[src/rtl/alu_serial_rx.sv]
// Receive front end of the ALU serial link: deserializes 10-bit words, buffers
// operand payloads until a command word, and hands one checked frame to the core.
module alu_serial_rx #(
  parameter int WORD_W   = 10,
  parameter int MAX_DATA = 8,
  parameter int CNT_W    = 4
) (
  input  logic                    clk,
  input  logic                    rst_n,
  input  logic                    enable_n,
  input  logic                    din,
  output logic                    frame_valid,
  input  logic                    frame_ready,
  output logic [8*MAX_DATA-1:0]   data_out,
  output logic [CNT_W-1:0]        data_count,
  output logic [7:0]              cmd_payload,
  output logic                    err_parity,
  output logic                    err_overflow,
  output logic                    err_underflow,
  output logic                    err_abort
);

  typedef enum logic [1:0] {IDLE, SHIFT, HOLD} state_t;

  state_t              state, state_next;
  logic [3:0]          bit_cnt;
  logic [WORD_W-2:0]   shift_q;
  logic [WORD_W-1:0]   word;
  logic [7:0]          data_mem [MAX_DATA];
  logic                word_done;
  logic                abort;
  logic                accept;

  // The 10th bit is still on din when the word completes, so it is appended here.
  assign word      = {shift_q, din};
  assign word_done = (state == SHIFT) && !enable_n && (bit_cnt == 4'(WORD_W - 1));
  assign abort     = (state == SHIFT) && enable_n;
  assign accept    = (state == HOLD) && frame_ready;

  always_ff @(posedge clk or negedge rst_n) begin
    if (!rst_n) state <= IDLE;
    else        state <= state_next;
  end

  always_comb begin
    state_next = state;
    case (state)
      IDLE:  if (!enable_n) state_next = SHIFT;
      SHIFT: begin
        if (abort)          state_next = HOLD;
        else if (word_done) state_next = word[WORD_W-1] ? HOLD : IDLE;
      end
      HOLD:  if (accept) state_next = IDLE;
      default: state_next = IDLE;
    endcase
  end

  always_comb begin
    frame_valid = (state == HOLD);
  end

  always_ff @(posedge clk or negedge rst_n) begin
    if (!rst_n) begin
      shift_q <= '0;
      bit_cnt <= '0;
    end else if (state == IDLE && !enable_n) begin
      shift_q <= {shift_q[WORD_W-3:0], din};
      bit_cnt <= 4'd1;
    end else if (state == SHIFT) begin
      if (enable_n) begin
        bit_cnt <= '0;
      end else begin
        shift_q <= {shift_q[WORD_W-3:0], din};
        bit_cnt <= word_done ? 4'd0 : bit_cnt + 4'd1;
      end
    end
  end

  // Frame contents and sticky error flags; everything is wiped when the core takes the frame.
  always_ff @(posedge clk or negedge rst_n) begin
    if (!rst_n) begin
      data_count    <= '0;
      cmd_payload   <= '0;
      err_parity    <= 1'b0;
      err_overflow  <= 1'b0;
      err_underflow <= 1'b0;
      err_abort     <= 1'b0;
      for (int k = 0; k < MAX_DATA; k++) data_mem[k] <= '0;
    end else if (accept) begin
      data_count    <= '0;
      cmd_payload   <= '0;
      err_parity    <= 1'b0;
      err_overflow  <= 1'b0;
      err_underflow <= 1'b0;
      err_abort     <= 1'b0;
      for (int k = 0; k < MAX_DATA; k++) data_mem[k] <= '0;
    end else if (abort) begin
      err_abort <= 1'b1;
    end else if (word_done) begin
      if (!(^word)) err_parity <= 1'b1;
      if (word[WORD_W-1]) begin
        cmd_payload <= word[WORD_W-2:1];
        if (data_count < CNT_W'(2)) err_underflow <= 1'b1;
      end else if (data_count < CNT_W'(MAX_DATA)) begin
        for (int k = 0; k < MAX_DATA; k++)
          if (data_count == CNT_W'(k)) data_mem[k] <= word[WORD_W-2:1];
        data_count <= data_count + CNT_W'(1);
      end else begin
        err_overflow <= 1'b1;
      end
    end
  end

  for (genvar g = 0; g < MAX_DATA; g++) begin : g_data_out
    assign data_out[8*g +: 8] = data_mem[g];
  end

endmodule

[config.mk]
export PLATFORM = sky130hd
export DESIGN_NAME = alu_serial_rx
export DESIGN_NICKNAME = d
export VERILOG_FILES = /design/src/rtl/alu_serial_rx.sv
export SDC_FILE = /design/constraint.sdc
export NUM_CORES = 1
export LEC_CHECK = 0
export ABC_CLOCK_PERIOD_IN_PS = 5800
export CAP_MARGIN = 20
export CELL_PAD_IN_SITES_DETAIL_PLACEMENT = 2
export CELL_PAD_IN_SITES_GLOBAL_PLACEMENT = 2
export CORE_UTILIZATION = 36
export CTS_BUF_LIST = sky130_fd_sc_hd__clkbuf_16
export DETAILED_ROUTE_END_ITERATION = 10
export PLACE_DENSITY_LB_ADDON = 0.1
export RECOVER_POWER = 50
export SETUP_SLACK_MARGIN = 0.4
export SLEW_MARGIN = 30
export SYNTH_ARGS = -nofsm -noshare
export SYNTH_HDL_FRONTEND = slang
export SYNTH_SLANG_ARGS = --single-unit
[constraint.sdc]
create_clock -name clk -period 5.8 [get_ports clk]
set_clock_uncertainty 0.15 [all_clocks]
set_input_delay 0.58 -clock clk [delete_from_list [all_inputs] [get_ports clk]]
set_output_delay 0.58 -clock clk [all_outputs]
set_load 0.02 [all_outputs]
; ---- Word level (Yosys, flattened, before mapping)
; Cells that the tools add are included.
[op_classes]
mux = 51
add_sub_neg = 2
order_cmp = 2
n_eq_ne = 18
reduce_logical = 38
[ops]
columns = op, count
row1 = 64-bit 2-to-1 mux, 5
row2 = 8-bit 2-to-1 mux, 12
row3 = 5-bit AND reduction, 8
row4 = 4-bit 2-to-1 mux, 9
row5 = 2-bit nonzero test, 14
row6 = 9-bit 2-to-1 mux, 3
row7 = "4-bit by 3-bit equality test with 1-bit output, second input constant", 4
row8 = 1-bit 2-to-1 mux, 16
row9 = 4-bit AND reduction, 3
row10 = 2-bit 2-to-1 mux, 5
row11 = 10-bit XOR reduction, 1
row12 = 3-bit AND reduction, 3
row13 = "4-bit by 1-bit adder with 4-bit output, second input constant", 2
row14 = "4-bit by 2-bit equality test with 1-bit output, second input constant", 2
row15 = "2-bit by 1-bit != test with 1-bit output, second input constant", 4
row16 = "2-bit != test, second input constant", 3
row17 = 2-bit one-hot mux with 3 select lines, 1
row18 = 1-bit logical AND, 5
row19 = "4-bit by 1-bit equality test with 1-bit output, second input constant", 1
row20 = "4-bit equality test, second input constant", 1
row21 = 4-bit logical NOT, 1
row22 = "4-bit by 2-bit < comparator with 1-bit output, second input constant", 1
row23 = "4-bit < comparator, second input constant", 1
row24 = "3-bit != test, second input constant", 1
row25 = other kinds (5), 5
[word_totals]
wordCells = 128
in_bits = 5
out_inout_bits = 81
regBits = 95

; ---- Longest topological paths before layout
[logic_depth]
depth_word = 7
depth_mapped = 8

; ---- Worst setup path before layout
; Ideal clock, no wire load.
[synth_path]
path_kind = register -> register
from = register data_count[0]
to = register data_mem (netlist bit data_out[48])
synth_period_minus_slack_ns = 2.293
t_arrival_ns = 2.011
stages_incl_launch_ff = 8
required_ns = 5.518
setup_ns = 0.132
slack_ns = 3.507
path_cell_list = dfrtp_1 > inv_1 > ha_1 > or3b_4 > or4_1 > buf_2 > mux2i_1 > nor2_1
[synth_via]
elab_chain_cells = 3
[synth_rtl]
columns = item, line
row1 = from (decl), 15  ; output logic [CNT_W-1:0] data_count,
row2 = from (signal assigned), 107  ; data_count <= data_count + CNT_W'(1);
row3 = 4-bit < comparator or 4-bit by 3-bit equality test with 1-bit output (tied branches), "104, 106"
row4 = 2-bit nonzero test (no source line), --
row5 = 5-bit AND reduction (no source line) (*), --
row6 = "to (signal, indexed assignment)", 106  ; if (data_count == CNT_W'(k)) data_mem[k] <= word[WORD_W-2:1];
row7 = to (decl), 29  ; logic [7:0] data_mem [MAX_DATA];
; Every way passes the cells marked *; elsewhere a longest branch is shown, timed or not.
; A chain may end at the register's enable or synchronous reset.

==> impl_metrics.csv <==
group,metric,value,unit
outcome,status,"complete, but fails checks",
outcome,violations,"max-capacitance violations, max-slew violations",
setup_path,critPathMaxFanout,61,
timing,fmax,307,MHz
synth,synth-main-ff-cell,"dfrtp_1",
global_route,grt_overflow_total,0,
synth,yosysWarnings,0,
timing,hold_violations,0,
clocking,clk_path_buf_depth,2,
floorplan,core-area,11400,um^2
detailed_routing,wl,11400,um
finish,multi_input_area,1680,um^2
clocking,cts_setup_buffers,0,
synth,synth_edf_count,0,
global_route,grt_first_pass_wirelength,17900,um
clocking,clk_latency,340,ps
timing,finalCriticalPeriod,3260,ps
clocking,cts_tree,"done",
timing,maxSlewHeadroom,-27.9,%
detailed_routing,drt-initial-drc-count,108,
setup_path,cp.arrival,3290,ps
synth,synth_cell_type_count,37,
timing,setup_slack,2540,ps
finish,register_area,2380,um^2
clocking,hold_buffers,0,
clocking,numClockSinks,95,
setup_path,cp_top_family,"buffers and inverters",
synth,synthTopCellsByCount,"95 x dfrtp_1, 76 x nor2_1, 74 x mux2i_1",
power_and_ir_drop,finalPower,1.74,mW
floorplan,row_count,39,
detailed_routing,avgRoutedWirePerCell,19.8,um
power_and_ir_drop,power_density,323,nW/um^2
hold_path,hp-class,"flip-flop to flip-flop",
timing,period_share,56.1,%
floorplan,die_height,110,um
detailed_routing,vias,2966,
run,drv_cap,2,
global_route,grt_max_degree,79,
floorplan,die-width,110,um
synth,async_flop_share,100,%
timing,timing.setup.tns,0,ps
timing,worst_pin_slew,1920,ps
clocking,ctsRootBufferMaster,"clkbuf_16",
place,port_buffers,85,
synth,ys_ff_latch,95,
timing,hold_ws,352,ps
detailed_routing,final_antenna_net_count,0,
synth,synth_area,4200,um^2
synth,synth.avg_cell_area,11.8,um^2
global_route,grt_antenna_before_repair,0,
clocking,cts_buffers,9,
global_route,grt_pass1_vias,3175,
setup_path,path_class,"primary input to asynchronous set/reset pin",
finish,syn_to_final_growth,28.3,%
finish,fillers,1141,
synth,syn_inst,355,
place,dpl.hpwl,7460,um
timing,rsz0062_at_grt,"no",
synth,synth.most_common_cell,"dfrtp_1",
timing,setup_viol,0,
setup_path,critical_path.max_stage_delay,1350,ps
synth,synth_area_leaders,"dfrtp_1 57%, mux2i_1 18%, nor2_1 6.8%, mux2_2 2.1%, xnor2_1 1.9%",
place,pre_cts_ws,2820,ps
finish,nets,438,
synth,synth_top_area_cell,"dfrtp_1",
clocking,cts-resized-gates,0,
floorplan,io_pins,86,
timing,finalMaxSlewViolations,98,
setup_path,worst_path_max_delay_cell,"clkbuf_1",
detailed_routing,dr.pass1.iters,4,
synth,synth_top_area_share,56.7,%
synth,synth_fp_nets,366,
detailed_routing,vias_per_cell,5.16,
finish,drive_above_1_share,8.80,%
synth,ys_seq_area_share,56.7,%
floorplan,die_area,12100,um^2
global_route,track_usage,20.5,%
place,gp_congestion,0.735,
clocking,path_clk_slew,70,ps
setup_path,cp_cell_sequence,"clkbuf_1 -> clkbuf_2",
power_and_ir_drop,vdd_drop_max,0.000175,V
floorplan,start_util,36.9,%
setup_path,crit_required,5840,ps
setup_path,path_buf_inv,2,
clocking,htreeDepth,3,
setup_path,cp-end-kind,"asynchronous set/reset pin",
finish,diodes,0,
setup_path,startpoint_type,"primary input",
power_and_ir_drop,p_leak,2.81,nW
detailed_routing,drc,0,
==> path summary, 6_finish.rpt <==
path / start / to / slack, ps / cells after the start
worst max-delay path: rst_n / data_out[49] / 2540 / 2
worst min-delay path: err_parity / err_parity / 350 / 1
worst max register to register: state[0] / cmd_payload[3] / 3040 / 4
worst min register to register: err_parity / err_parity / 350 / 1
max in group clk: enable_n / cmd_payload[3] / 2610 / 5
min in group asynchronous: rst_n / bit_cnt[1] / 610 / 1
==> cells in the final DEF (no fill, tap or decap), types with 4 or more instances in the layout <==
cell,synthesis,final
clkbuf_16,0,9
clkdlybuf4s50_1,0,46
dfrtp_1,95,95
dlygate4sd3_1,0,38
ha_1,6,6
inv_1,8,8
mux2_2,8,8
mux2i_1,74,74
nand2_1,4,4
nor2_1,76,76
nor2_2,8,8
nor3b_1,3,4
xnor2_1,9,9
==> report_power, final <==
part	switching [mW]	total, mW	leakage, nW	internal [mW]
Sequential	0.183	0.892	1.30	0.709
Combinational	0.148	0.309	1.38	0.161
Clock	0.249	0.535	0.128	0.286
Total	0.580	1.74	2.81	1.16
==> stage by stage <==
stage	instance area, um^2	instances	util [%]
after floorplan	4200	355	-
after global placement	5130	559	45.1
after global routing	5380	575	47.3
final	5380	575	47.3
after detailed placement	5130	559	45.1
after CTS	5390	575	47.4
==> flip-flops by register name, indices dropped and copies added (netlist names) <==
| name | count |
|---|---|
| data_count | 4 |
| err_abort | 1 |
| cmd_payload | 8 |
| err_underflow | 1 |
| data_out | 64 |
| err_overflow | 1 |
| bit_cnt | 4 |
| state | 2 |
| err_parity | 1 |
| shift_q | 9 |
==> final cells by class <==
class / instances / share of cell area, %
flip-flops and latches: 95 / 44.2
multi-input cells: 226 / 31.1
inverters: 8 / 0.558
clock inverters: 7 / 0.697
well taps: 143 / 3.32
clock buffers: 9 / 4.18
repair buffers: 87 / 15.9
==> layer usage <==
metal,routed length [um],vias to the layer above,track usage (%)
met2,5770,49,33.3
li1,-,1342,-
met5,0,-,0
met1,4930,1567,26.0
met3,547,8,6.40
met4,125,0,6.29
==> cell families (layout without fill, tap and decap cells) <==
group,after synthesis,in the layout,share of synthesized area [%]
fa+ha+maj,6,6,1.79
flops,95,95,56.7
compound gates,15,15,2.42
simple gates,112,112,13.4
xor+xnor,11,11,2.62
mux,82,82,19.8
buf+inv,34,111,3.28
No activity file was read; power rests on OpenSTA's default activity.
==> RTL change 1 (same settings) <==
`CNT_W`: 4 -> 6.
--- a/src/rtl/alu_serial_rx.sv
+++ b/src/rtl/alu_serial_rx.sv
@@ -3,7 +3,7 @@
 module alu_serial_rx #(
   parameter int WORD_W   = 10,
   parameter int MAX_DATA = 8,
-  parameter int CNT_W    = 4
+  parameter int CNT_W    = 6
 ) (
   input  logic                    clk,
   input  logic                    rst_n,
Interface: changed (resized data_count); port bits go from 86 to 88. The function was not compared with the original's and may differ.
==> RTL change 1 against the unedited design <==
The flow still finishes with violations (max-capacitance violations, max-slew violations). Setup slack worse by 0.18 ns. Critical path depth unchanged. Core utilization is 0.54 points higher. Via count increased by 5.7%. Sequential share of layout area increased by 0.23 points. Synthesized area rose by 0.63%. Sequential power up 3.4%. Final area up 1.6%. Total power grew 8.8%. Sequential cell count grew 2. Wire length is 8.1% higher. First-iteration DRC count increased by 17%. Critical path type unchanged. Largest power group unchanged. Highest routed layer unchanged.
==> RTL change 1: results (changes against the unedited design) <==
Status
  – Status: complete, but fails checks
  – Violated checks: max-capacitance violations, max-slew violations

Layout
  – Ratio of cells with drive above 1 in the final layout: 8.09% (-0.71 points)
  – Repair and plain buffers: 91 (+4.6%)
  – Fraction of area in multi-input gates: 29.8% (-1.4 points)
  – Data buffer area share: 16.3% (+0.39 points)
  – Sequential cell area share: 44.4% (+0.23 points)
  – FILL cells: 1197 (+4.9%)
  – Multi-input gates: 233 (+3.1%)
  – Clock network area share: 5.70% (+0.82 points)

Routing
  – 1st-iter DRT viols: 126 (+17%)
  – Wire length per cell: 20.9 um (+5.7%)
  – DR WL met2: 5980 um (+3.7%)
  – DR vias/cell: 5.33 (+3.3%)
  – Final wirelength: 12300 um (+8.1%)

Placement
  – Dpl cell area: 5170 sq um (+0.71%)
  – Placed cells: 572 (+2.3%)
  – HPWL Detailed: 7930 um (+6.2%)

Synthesis
  – Synth unique cells: 44 (+19%)
  – Synth Area in Adders: 1.78% (-0.011 points)
  – Xor and xnor area share after synthesis: 2.19% (-0.43 points)
  – Mux share of post-synthesis cell area: 11.9% (-7.9 points)
  – Synth Area in Compound Gates: 9.57% (+7.2 points)

GRT
  – First-pass GRT wire length: 19600 um (+9.7%)
  – Vias in the first global route: 3473 (+9.4%)

Power and ir drop
  – Worst vdd ir: 0.000173 V (-1.4%)

Run
  – Max-Cap Viols: 2 (unchanged)

Timing
  – Pins Over Slew Limit: 41 (-58%)
-- RTL change 1: cell types whose count changed after synthesis, sizes merged, moves of 3 or more --
cell   unedited run  this run
a21oi             2        21
a22o              1        16
and2              1         4
and4              3         0
buf               8        12
mux2i            74        40
nand2             4        16
nand3             3        20
nor2             84        42
nor3              1         4
o21ai             3        15
-- RTL change 1: power breakdown --
group	switching, mW	leakage (nW)	total, mW	internal, mW
registers	0.200	1.33	0.922	0.722
clock network	0.263	0.156	0.637	0.374
logic	0.162	1.33	0.330	0.168
total	0.625	2.81	1.89	1.26
-- RTL change 1: layer usage --
layer / GRT usage, % / vias up
met5: 0 / -
met4: 7.05 / 0
li1: - / 1426
met2: 35.3 / 64
met3: 4.47 / 10
met1: 29.8 / 1634
-- RTL change 1: logic make-up after synthesis --
kind of cell / after synthesis
adder cells (fa/ha/maj): 6
AND/OR/NAND/NOR: 106
buffers and inverters: 37
AO/OA/AOI/OAI: 63
flip-flops: 97
multiplexers: 49
XOR/XNOR: 9
-- RTL change 1: final timing paths --
check | to | slack [ns] | cells past startpoint
max | data_out[37] | 2.36 | 2
min | data_out[10] | 0.34 | 1
max reg2reg | err_underflow | 2.74 | 4
min reg2reg | data_out[10] | 0.34 | 1
max in group clk | err_underflow | 2.51 | 5
min in group asynchronous | shift_q[1] | 0.73 | 1
-- RTL change 1: worst register-to-register path, cell delays in order, from the launching register on --
cell and delay [ns]:
dfrtp_1 0.54, nor3b_1 0.99, nand3_1 0.66, nor4b_1 0.51, o21a_1 0.15
==> RTL change 2 (config.mk and constraints unchanged) <==
Without the edit above. Re-encode `state_t` (3 states) as one-hot, 3 bits wide.
--- a/src/rtl/alu_serial_rx.sv
+++ b/src/rtl/alu_serial_rx.sv
@@ -20,7 +20,7 @@
   output logic                    err_abort
 );
 
-  typedef enum logic [1:0] {IDLE, SHIFT, HOLD} state_t;
+  typedef enum logic [2:0] {IDLE = 3'b001, SHIFT = 3'b010, HOLD = 3'b100} state_t;
 
   state_t              state, state_next;
   logic [3:0]          bit_cnt;
Behaviour: no difference found for any inputs over 4 cycles, from zero or initial values and one cycle with rst_n low; so few cycles prove little.
==> RTL change 2 against the unedited design <==
The flow finishes with violations (design-rule violations, max-capacitance violations, max-slew violations). Critical path type unchanged. Final area is 2.2% higher. Die area is 2.8% higher. Wire length is 6.4% higher. Via count is 3.2% higher. Core utilization is 0.21 points higher. Total power is 2.1% higher. Sequential cell count is 1 higher. Setup slack worse by 0.31 ns. Largest cell class unchanged. Synthesized area is 2.8% higher.
==> RTL change 2: results (changes against the unedited design) <==
Routing
  – Drt first pass iters: 7 (+3)
  – Final wirelength: 12100 um (+6.4%)
  – Residual DRC: 1 (+1)
  – 1st-iter DRT viols: 137 (+27%)

Synthesis
  – Synth Area in Adders: 1.74% (-0.049 points)
  – Seq/Total Area, Yosys: 55.7% (-0.95 points)
  – Synth unique cells: 44 (+19%)
  – Mux share of post-synthesis cell area: 19.3% (-0.52 points)
  – Synth Area in Compound Gates: 2.96% (+0.54 points)
  – Net Count, Synth: 385 (+5.2%)

Placement
  – HPWL Detailed: 8000 um (+7.2%)
  – RePlAce Congestion: 0.682 (-7.3%)
  – Post-Place Setup Slack: 2.28 ns (-0.539 ns)

Setup path
  – Max incr delay on CP: 1.68 ns (+0.33 ns)
  – CP max FO: 56 (-8.2%)
  – Worst Path Arrival: 3.63 ns (+0.34 ns)

GRT
  – Pin count of the biggest net entering global routing: 77 (-2.5%)
  – Vias in the first global route: 3463 (+9.1%)
  – First-pass GRT wire length: 19700 um (+10%)

Power and ir drop
  – Comb power: 325 uW (+5%)
  – Worst vdd ir: 0.000152 V (-13%)
  – Sw Share: 33.4% (about the same)
  – LEAKAGE: 3.07 nW (+9.6%)
  – Power consumed by sequential cells: 914 uW (+2.5%)
  – Internal power: 1.18 mW (+2.1%)

Status
  – Status: complete, but fails checks
  – Violated checks: design-rule violations, max-capacitance violations, max-slew violations

Run
  – Max-Cap Viols: 2 (unchanged)

Timing
  – Pins Over Slew Limit: 52 (-47%)

Layout
  – Nets: 456 (+4.1%)
RTL change 2: cell types whose count changed in the layout (fill, tap and decap cells not counted), sizes merged, moves of 2 or more:
cell / unedited run / this run
and4: 3 / 0
o22ai: 2 / 0
a31oi: 2 / 0
nor3: 1 / 4
nor2b: 1 / 6
xnor2: 9 / 7
nand4: 3 / 6
o21ai: 3 / 7
inv: 9 / 7
dlygate4sd3: 38 / 27
clkdlybuf4s50: 46 / 57
nor3b: 4 / 1
a21oi: 2 / 7
nand2: 4 / 7
RTL change 2: cell type report:
class	count	area (sq um)	area share [%]
Clock buffer	9	225	4.10
Clock inverter	6	28.8	0.523
Inverter	6	22.5	0.410
Multi-Input combinational cell	244	1780	32.3
Sequential cell	96	2400	43.7
Tap cell	143	179	3.25
Timing Repair Buffer	88	865	15.7
RTL change 2: metal layers:
layer,global-route usage [%],wire (um),up-vias,part of all wire [%]
met4,9.55,281,0,2.3
met1,26.4,5170,1589,43
met5,0,0,-,0
li1,-,-,1400,-
met3,5.50,582,15,4.8
met2,34.6,6080,58,50
RTL change 2: through the flow:
| step | util, % | hold slack [ns] | std cells |
|---|---|---|---|
| final | 47.5 | 0.355 | 592 |
| after detailed placement | 45.3 | 0.352 | 577 |
| after global placement | 45.3 | 0.333 | 577 |
| after global routing | 47.5 | 0.405 | 592 |
| after CTS | 47.5 | 0.0833 | 592 |
| after floorplan | - | 0.134 | 374 |
RTL change 2: final timing paths:
path	from	to	slack (ns)	cells past startpoint
setup / recovery	rst_n	data_out[42]	2.24	2
hold / removal	err_abort	err_abort	0.36	2
setup reg to reg	state[0]	shift_q[2]	2.98	3
hold reg to reg	err_abort	err_abort	0.36	2
max in group clk	enable_n	data_out[62]	2.86	5
min in group asynchronous	rst_n	bit_cnt[0]	0.81	1
